[config.mk]
export PLATFORM = sky130hd
export DESIGN_NAME = sumador_nbits_mod
export DESIGN_NICKNAME = d
export VERILOG_FILES = /design/src/rtl/sumador_pkg.sv /design/src/rtl/sumador_step_calc.sv /design/src/rtl/sumador_nbits_mod.sv
export SDC_FILE = /design/constraint.sdc
export NUM_CORES = 1
export LEC_CHECK = 0
export ABC_CLOCK_PERIOD_IN_PS = 2700
export BUFFER_PORTS_ARGS = -buffer_cell sky130_fd_sc_hd__buf_2
export CAP_MARGIN = 20
export CELL_PAD_IN_SITES_DETAIL_PLACEMENT = 1
export CELL_PAD_IN_SITES_GLOBAL_PLACEMENT = 2
export CORE_ASPECT_RATIO = 0.6
export CORE_UTILIZATION = 30
export DETAILED_ROUTE_END_ITERATION = 10
export PLACE_DENSITY_LB_ADDON = 0.1
export RECOVER_POWER = 25
export SKIP_CTS_REPAIR_TIMING = 1
export SYNTH_ARGS = -nofsm -noshare
export SYNTH_HDL_FRONTEND = slang
export SYNTH_HIERARCHICAL = 1
export SYNTH_SLANG_ARGS = --single-unit
[constraint.sdc]
create_clock -name clk -period 2.7 [get_ports clk]
set_input_delay 0.27 -clock clk [delete_from_list [all_inputs] [get_ports clk]]
set_output_delay 0.27 -clock clk [all_outputs]
set_load 0.01 [all_outputs]
[src/rtl/sumador_pkg.sv]
// Shared encodings for the sumador counter: update modes and control FSM states.
package sumador_pkg;

    typedef enum logic [1:0] {
        MODE_WRAP     = 2'b00,
        MODE_SAT      = 2'b01,
        MODE_ONESHOT  = 2'b10,
        MODE_WRAP_ALT = 2'b11
    } mode_e;

    typedef enum logic {
        ST_RUN  = 1'b0,
        ST_DONE = 1'b1
    } state_e;

endpackage

[src/rtl/sumador_step_calc.sv]
// Combinational next-count calculator: applies the clamped step in the chosen
// direction and reports whether the update landed on or crossed the terminal.
module sumador_step_calc
    import sumador_pkg::*;
#(
    parameter int WIDTH   = 8,
    parameter int MAX_VAL = 2**WIDTH - 1
) (
    input  logic [WIDTH-1:0] i_count,
    input  logic [WIDTH-1:0] i_step,
    input  logic             i_up_dn,
    input  logic [1:0]       i_mode,
    output logic [WIDTH-1:0] o_next,
    output logic             o_tc,
    output logic             o_reach,
    output logic             o_crossed
);

    // One extra bit so neither count+step nor count+MAX_VAL+1 can overflow.
    localparam logic [WIDTH:0] MAXV = (WIDTH+1)'(MAX_VAL);

    logic [WIDTH:0] w_cnt;
    logic [WIDTH:0] w_step_eff;
    logic [WIDTH:0] w_sum;
    logic [WIDTH:0] w_res;
    logic           w_clamp;
    logic           w_hit;
    logic           w_crossed;

    always_comb begin
        w_cnt      = {1'b0, i_count};
        w_step_eff = ({1'b0, i_step} > MAXV) ? MAXV : {1'b0, i_step};
        w_clamp    = (i_mode == MODE_SAT) || (i_mode == MODE_ONESHOT);
        w_sum      = w_cnt + w_step_eff;
        w_res      = w_cnt;
        w_hit      = 1'b0;
        w_crossed  = 1'b0;
        if (w_step_eff != '0) begin
            if (i_up_dn) begin
                if (w_sum <= MAXV) begin
                    w_res = w_sum;
                    w_hit = (w_sum == MAXV);
                end else begin
                    w_crossed = 1'b1;
                    w_res     = w_clamp ? MAXV : (w_sum - (MAXV + 1'b1));
                end
            end else begin
                if (w_cnt >= w_step_eff) begin
                    w_res = w_cnt - w_step_eff;
                    w_hit = (w_res == '0);
                end else begin
                    w_crossed = 1'b1;
                    w_res     = w_clamp ? '0 : (w_cnt + MAXV + 1'b1 - w_step_eff);
                end
            end
        end
    end

    assign o_next    = w_res[WIDTH-1:0];
    assign o_reach   = w_hit | w_crossed;
    assign o_crossed = w_crossed;
    // A saturated hold reaches the terminal without moving, so it gives no tc.
    assign o_tc      = o_reach && (o_next != i_count);

endmodule

[src/rtl/sumador_nbits_mod.sv]
// Up/down counter with wrap, saturate and one-shot modes, sticky overflow
// flag and a RUN/DONE FSM that parks the counter after a one-shot terminal.
module sumador_nbits_mod
    import sumador_pkg::*;
#(
    parameter int WIDTH   = 8,
    parameter int MAX_VAL = 2**WIDTH - 1
) (
    input  logic             clk,
    input  logic             rst_n,
    input  logic             enable,
    input  logic             up_dn,
    input  logic [WIDTH-1:0] step,
    input  logic [1:0]       mode,
    input  logic             load,
    input  logic [WIDTH-1:0] load_val,
    input  logic             clr_ovf,
    output logic [WIDTH-1:0] count,
    output logic             tc,
    output logic             ovf,
    output logic             done
);

    localparam logic [WIDTH:0] MAXV = (WIDTH+1)'(MAX_VAL);

    state_e           r_state;
    state_e           w_state_nxt;
    logic [WIDTH-1:0] r_count;
    logic [WIDTH-1:0] w_count_nxt;
    logic [WIDTH-1:0] w_load_eff;
    logic [WIDTH-1:0] w_calc_next;
    logic             r_tc;
    logic             w_tc_nxt;
    logic             r_ovf;
    logic             w_ovf_nxt;
    logic             w_calc_tc;
    logic             w_calc_reach;
    logic             w_calc_crossed;

    sumador_step_calc #(
        .WIDTH   (WIDTH),
        .MAX_VAL (MAX_VAL)
    ) u_step_calc (
        .i_count   (r_count),
        .i_step    (step),
        .i_up_dn   (up_dn),
        .i_mode    (mode),
        .o_next    (w_calc_next),
        .o_tc      (w_calc_tc),
        .o_reach   (w_calc_reach),
        .o_crossed (w_calc_crossed)
    );

    assign w_load_eff = ({1'b0, load_val} > MAXV) ? MAXV[WIDTH-1:0] : load_val;

    always_ff @(posedge clk or negedge rst_n) begin
        if (!rst_n) begin
            r_state <= ST_RUN;
            r_count <= '0;
            r_tc    <= 1'b0;
            r_ovf   <= 1'b0;
        end else begin
            r_state <= w_state_nxt;
            r_count <= w_count_nxt;
            r_tc    <= w_tc_nxt;
            r_ovf   <= w_ovf_nxt;
        end
    end

    // Load beats enable; a crossing in the same cycle as clr_ovf keeps ovf set.
    always_comb begin
        w_state_nxt = r_state;
        w_count_nxt = r_count;
        w_tc_nxt    = 1'b0;
        w_ovf_nxt   = r_ovf & ~clr_ovf;
        if (load) begin
            w_count_nxt = w_load_eff;
            w_state_nxt = ST_RUN;
        end else if (enable && (r_state == ST_RUN)) begin
            w_count_nxt = w_calc_next;
            w_tc_nxt    = w_calc_tc;
            if (w_calc_crossed) begin
                w_ovf_nxt = 1'b1;
            end
            if ((mode == MODE_ONESHOT) && w_calc_reach) begin
                w_state_nxt = ST_DONE;
            end
        end
    end

    assign count = r_count;
    assign tc    = r_tc;
    assign ovf   = r_ovf;
    assign done  = (r_state == ST_DONE);

endmodule
---- Yosys cells after proc, flatten, opt, wreduce, memory -nomap -nowiden ----
Cells that the tools add are included.
cells by class
  add/sub/neg operators ................... 6
  magnitude comparators ................... 2
  equal/unequal tests ..................... 4
  multiplexer cells ....................... 24
  bitwise gates (word level) .............. 4
  reductions and logical operators ........ 9
operator list
  cell                 count
  $mux 8               8
  $mux 1               16
  $add 8x8->9          1
  $eq 9x8->1 const B   1
  $le 9x8->1 const B   1
  $logic_not 9->1      1
  $sub 8x8->9          1
  $add 8x1->8 const B  1
  $add 8x8->8 const B  1
  $ge 8x8->1           1
  $ne 8x8->1           1
  $reduce_bool 8->1    1
  $sub 8x1->8 const B  1
  $sub 8x8->8          1
  $reduce_bool 2->1    2
  $logic_and 1x1->1    3
  $eq 2x1->1 const B   1
  $eq 2x2->1 const B   1
  $not 1->1            2
  $reduce_and 2->1     1
  $and 1x1->1          1
  $logic_or 1x1->1     1
  $or 1x1->1           1
storage, ports and cells
  bits in registers ....................... 11
  input bits .............................. 24
  output and inout port bits .............. 11
  logic and storage cells ................. 53

---- Logic depth before layout (Yosys ltp) ----
  word-level depth ........................ 11
  mapped depth ............................ 14
  gate-level depth less buffers ........... 14

---- Hierarchy ----
Netlist, hierarchy kept.
by module, submodules not included
  module             times used  cells an instance  area each (um2)  seq. area each (um2)
  sumador_step_calc  1           235                1626.6           0.0
  sumador_nbits_mod  1           54                 584.3            275.3

---- Worst setup path after synthesis ----
Ideal clock, no wire load.
  path kind ............................... register to register
  start ................................... register r_count[0] (netlist: count[0])
  end ..................................... register r_tc (netlist: tc)
  setup time .............................. 120 ps
  arrival time ............................ 2685 ps
  data required time ...................... 2580 ps
  path slack .............................. -104 ps
  stages on the path, launching flop included .. 12
  path buffers ............................ 0
  period minus slack after synthesis ...... 2804 ps
  cell sequence ........................... dfrtp_1 ha_1 fa_1 nand2b_2 a2111oi_4 or4_1 nand3_1 xnor2_1 a32oi_1 nor4_1 a41oi_1 and3_1
between the ends
  word-level cells in the longest chain between the ends .. 11
  elaborated cells on any way between the ends .. 29
  those cells by class .................... add/sub: 6; order compare: 2; eq/ne: 2; mux: 16; bitwise: 1; reduce/logical: 2
ends and longest elaborated chain
  item                      RTL line                 text
  start: declaration        sumador_nbits_mod.sv:28  logic [WIDTH-1:0] r_count;
  start signal: assignment  sumador_nbits_mod.sv:64  r_count <= w_count_nxt;
  $add 8x8->8               sumador_step_calc.sv:53  w_res = w_clamp ? '0 : (w_cnt + MAXV + 1'b1 - w_step_eff);
  $add 8x1->8               sumador_step_calc.sv:53
  $sub 8x8->8               sumador_step_calc.sv:53
  $mux 8                    sumador_step_calc.sv:53
  $mux 8                    sumador_step_calc.sv:48  if (w_cnt >= w_step_eff) begin
  $mux 8                    sumador_step_calc.sv:39  if (i_up_dn) begin
  $mux 8                    sumador_step_calc.sv:38  if (w_step_eff != '0) begin
  $ne 8x8->1                sumador_step_calc.sv:63  assign o_tc = o_reach && (o_next != i_count);
  $logic_and 1x1->1 *       sumador_step_calc.sv:63
  net w_calc_tc             sumador_nbits_mod.sv:36  logic w_calc_tc;
  $mux 1 *                  sumador_nbits_mod.sv:79  end else if (enable && (r_state == ST_RUN)) begin
  $mux 1 *                  sumador_nbits_mod.sv:76  if (load) begin
  net w_tc_nxt              sumador_nbits_mod.sv:33  logic w_tc_nxt;
  end signal: assignment    sumador_nbits_mod.sv:65  r_tc <= w_tc_nxt;
  end: declaration          sumador_nbits_mod.sv:32  logic r_tc;
The timed path passes the listed nets; every way through them passes the cells marked *.
A chain may end at the register's enable or synchronous reset.

---- Worst setup path after layout ----
  start ................................... register r_count[4] (netlist: count[4])
  end ..................................... register r_tc (netlist: tc)
The elaborated chain is that of the path after synthesis.

==> impl_metrics.toml <==
[cts]
cts_inserted_buffers = 3
tritoncts = "yes"
clkSlewWorstSetupHoldPaths_ps = 50
clk_latency_ps = 250
cts_root_buf = "clkbuf_16"
cts_max_level = 1
clock_sink_count = 11
clockBufferDepth = 2

[synthesis]
synth-simple-area-share_pct = 29.99
largest_family_of_logic_cells_by_synthesized_area = "simple AND/OR/NAND/NOR gates"
synth_enable_flop_cells = 0
synthesis.area_um2 = 2211
synth_top_flop_cell = "dfrtp_1"
syn-instance-count = 289
register_bit_total_from_synthesis = 11
syn-num-nets = 331
netlist-cell-type-count = 69
post_synth_mux_area_share_pct = 3.622
netlist.top_cell.by_area = "dfrtp_1"
synth_xor_area_share_pct = 4.754
yosys.area_share.adder_pct = 10.87
share_of_yosys_cell_area_claimed_by_the_top_area_cell_type_pct = 12.45
synth_seq_area_share_pct = 12.45
synth-warning-count = 6
syn_area_per_cell_um2 = 7.650
synth_compound_gate_area_share_pct = 28.47
synth-async-reset-ratio_pct = 100.0
synth.area.top_cells = "dfrtp_1, ha_1, nand2_1, inv_1, nand4bb_1"

[timing]
holdWs_ps = 250.7
timing.slew.headroom_pct = 47.67
final-max-slew-violation-count = 0
final-hold-violation-count = 0
post-route-period-util_pct = 105.6
final-setup-viol-count = 3
max_clock_freq_mhz = 350.9
final_worst_setup_slack_ps = -149.9
max_slew.worst_pin.slew_ps = 784.9
period_needed_ps = 2850
timing.clock.skew_ps = 4.061
grt_setup_unrepaired = "true"

[worst_setup_path]
cp_data_arrival_time_ps = 3040
cpPeakStageDelay_ps = 430
critPathKind = "reg -> reg"
rr_startpoint = "count[4]$_DFFE_PN0P_"
critical_path.startpoint = "count[4]$_DFFE_PN0P_"
most_prevalent_standard_cell_on_the_critical_path = "buf_4"
crit_chain = "ha_1 > buf_4 > nand4_1 > o211a_1 > and2_2 > a21oi_1 > a211oi_2 > buf_4 > xnor2_1 > nor2_1 > a41oi_1 > and3_1"
crit_required_ps = 2890
worstPathMaxFanout = 11
timing.critical_path.from_type = "register"
cp_capture_type = "register"
slowest_stage_cell_crit_path = "dfrtp_1"

[route]
detail_route.first_pass.iterations = 4
via_per_inst = 5.461
drt_iter0_markers = 125
totalWireLength_um = 9186
route.antenna.remaining_nets = 0
wire_length_per_cell_um = 19.50
routed-via-count = 2572
remaining_drc_errors = 0

[cells_and_area]
number_of_inserted_filler_cells_in_the_final_layout = 866
final_layout_size_suffix_gt1_share_pct = 40.10
layout.core_utilization_pct = 46.72
syn2layout_area_growth_pct = 45.95
mostFrequentLayoutCells = "buf_4, buf_2, nand2_1"
layout.cells.most_common = "buf_4"
insertedDiodeCount = 0
final_net_count = 427

[floorplanning]
dieHeight_um = 68.50
start_util_pct = 32.01
floorplan.die.width_um = 112.8
core-area_um2 = 6907
rows = 23
die_footprint_um2 = 7728
io_pins = 35

[outcome]
run_status = "finished with violations"
violations = "negative setup slack"

[job]
drv.max_cap_violation_count = 0

[placement]
place.detailed.hpwl_um = 7588
buffer_ports.inserted = 34
gp_congestion = 0.8578

[global_route]
grtUsageTotal_pct = 24.45
grt_max_degree = 27
antenna_found_initial = 0
grt_pass1_wl_um = 13770
overflow = 0
first_global_vias = 2488

[power]
pwr_density_cell_nw_per_um2 = 570.0
total_power_mw = 1.839
leakagePower_nw = 1.497
maximum_vdd_drop_mv = 0.1956

[hold_path]
worst_hold_startpoint = "load_val[4]"
timing.hold.worst.class = "in -> reg"
## logic make-up after synthesis
kind of cell,after synthesis
and+or+nand+nor,113
muxes,8
buffers and inverters,45
AOI/OAI and AO/OA,82
DFF,11
xor gates and xnor gates,12
adders and majority gates,18
## report_power, final
group	internal, mW	leakage [nW]	total [mW]	switching (mW)
clock	0.200	0.0382	0.292	0.0917
sequential	0.189	0.134	0.217	0.0280
combinational	0.621	1.32	1.33	0.709
## stage by stage
stage | cells | TNS, ps | worst slack [ps] | instance area, um2
6_report | 471 | -276.1 | -149.9 | 3227
3_5_place_dp | 464 | -721.2 | -280.3 | 2939
5_1_grt | 471 | -878.5 | -313.2 | 3227
4_1_cts | 468 | -831.0 | -310.6 | 3018
3_3_place_gp | 464 | -624.7 | -270.8 | 2939
2_1_floorplan | 289 | 0 | 5.553 | 2240
## cells in the mapped netlist, types with 3 or more instances
cell type,instances
a211oi_1,5
a21o_1,7
a21oi_1,17
a221o_1,3
a31oi_1,4
and2_1,4
buf_2,3
buf_6,5
clkbuf_1,7
dfrtp_1,11
ha_1,16
inv_1,28
mux2i_1,8
nand2_1,30
nand2b_1,4
nand3_1,7
nand4_1,3
nand4bb_1,8
nor2_1,16
nor2b_1,6
nor3_1,8
nor4_1,5
o21ai_0,11
o311ai_1,9
xnor2_1,6
xor2_1,6
## flip-flops by register name, indices dropped and copies added, names as in the netlist
| name | count |
|---|---|
| tc | 1 |
| ovf | 1 |
| done | 1 |
| count | 8 |
## worst paths after layout
kind	endpoint	slack, ps	cells past startpoint
max	tc$_DFF_PN0_	-150	12
min in group asynchronous	done$_DFFE_PN0P_	620	2
max in group asynchronous	count[0]$_DFFE_PN0P_	1550	2
max reg2reg	tc$_DFF_PN0_	-150	12
min reg2reg	ovf$_DFF_PN0_	510	1
min	count[4]$_DFFE_PN0P_	250	3
## worst max-delay path: cells and delay by family, from the launching register on
family          cells  cell delay (ps)
flops               1              430
xor+xnor            1              270
simple gates        4              610
buf+inv             2              350
compound gates      4              760
fa+ha+maj           1              360
## final cells by class
cell class	count	area (um2)	area share (%)
clock buffers	4	78.83	2.443
inverters	28	105.1	3.257
multi-input cells	233	1928	59.75
flip-flops and latches	11	279.0	8.647
well taps	87	108.9	3.373
repair buffers	108	726.9	22.53
## layer usage
metal | up-vias | global-route usage [%] | part of all wire (%)
met5 | - | 0 | 0
met4 | 0 | 5.667 | 1.5
met3 | 9 | 3.759 | 3.2
met2 | 35 | 37.04 | 41
met1 | 1273 | 36.15 | 55
li1 | 1255 | - | -
Power figures use the tool's default switching activity.
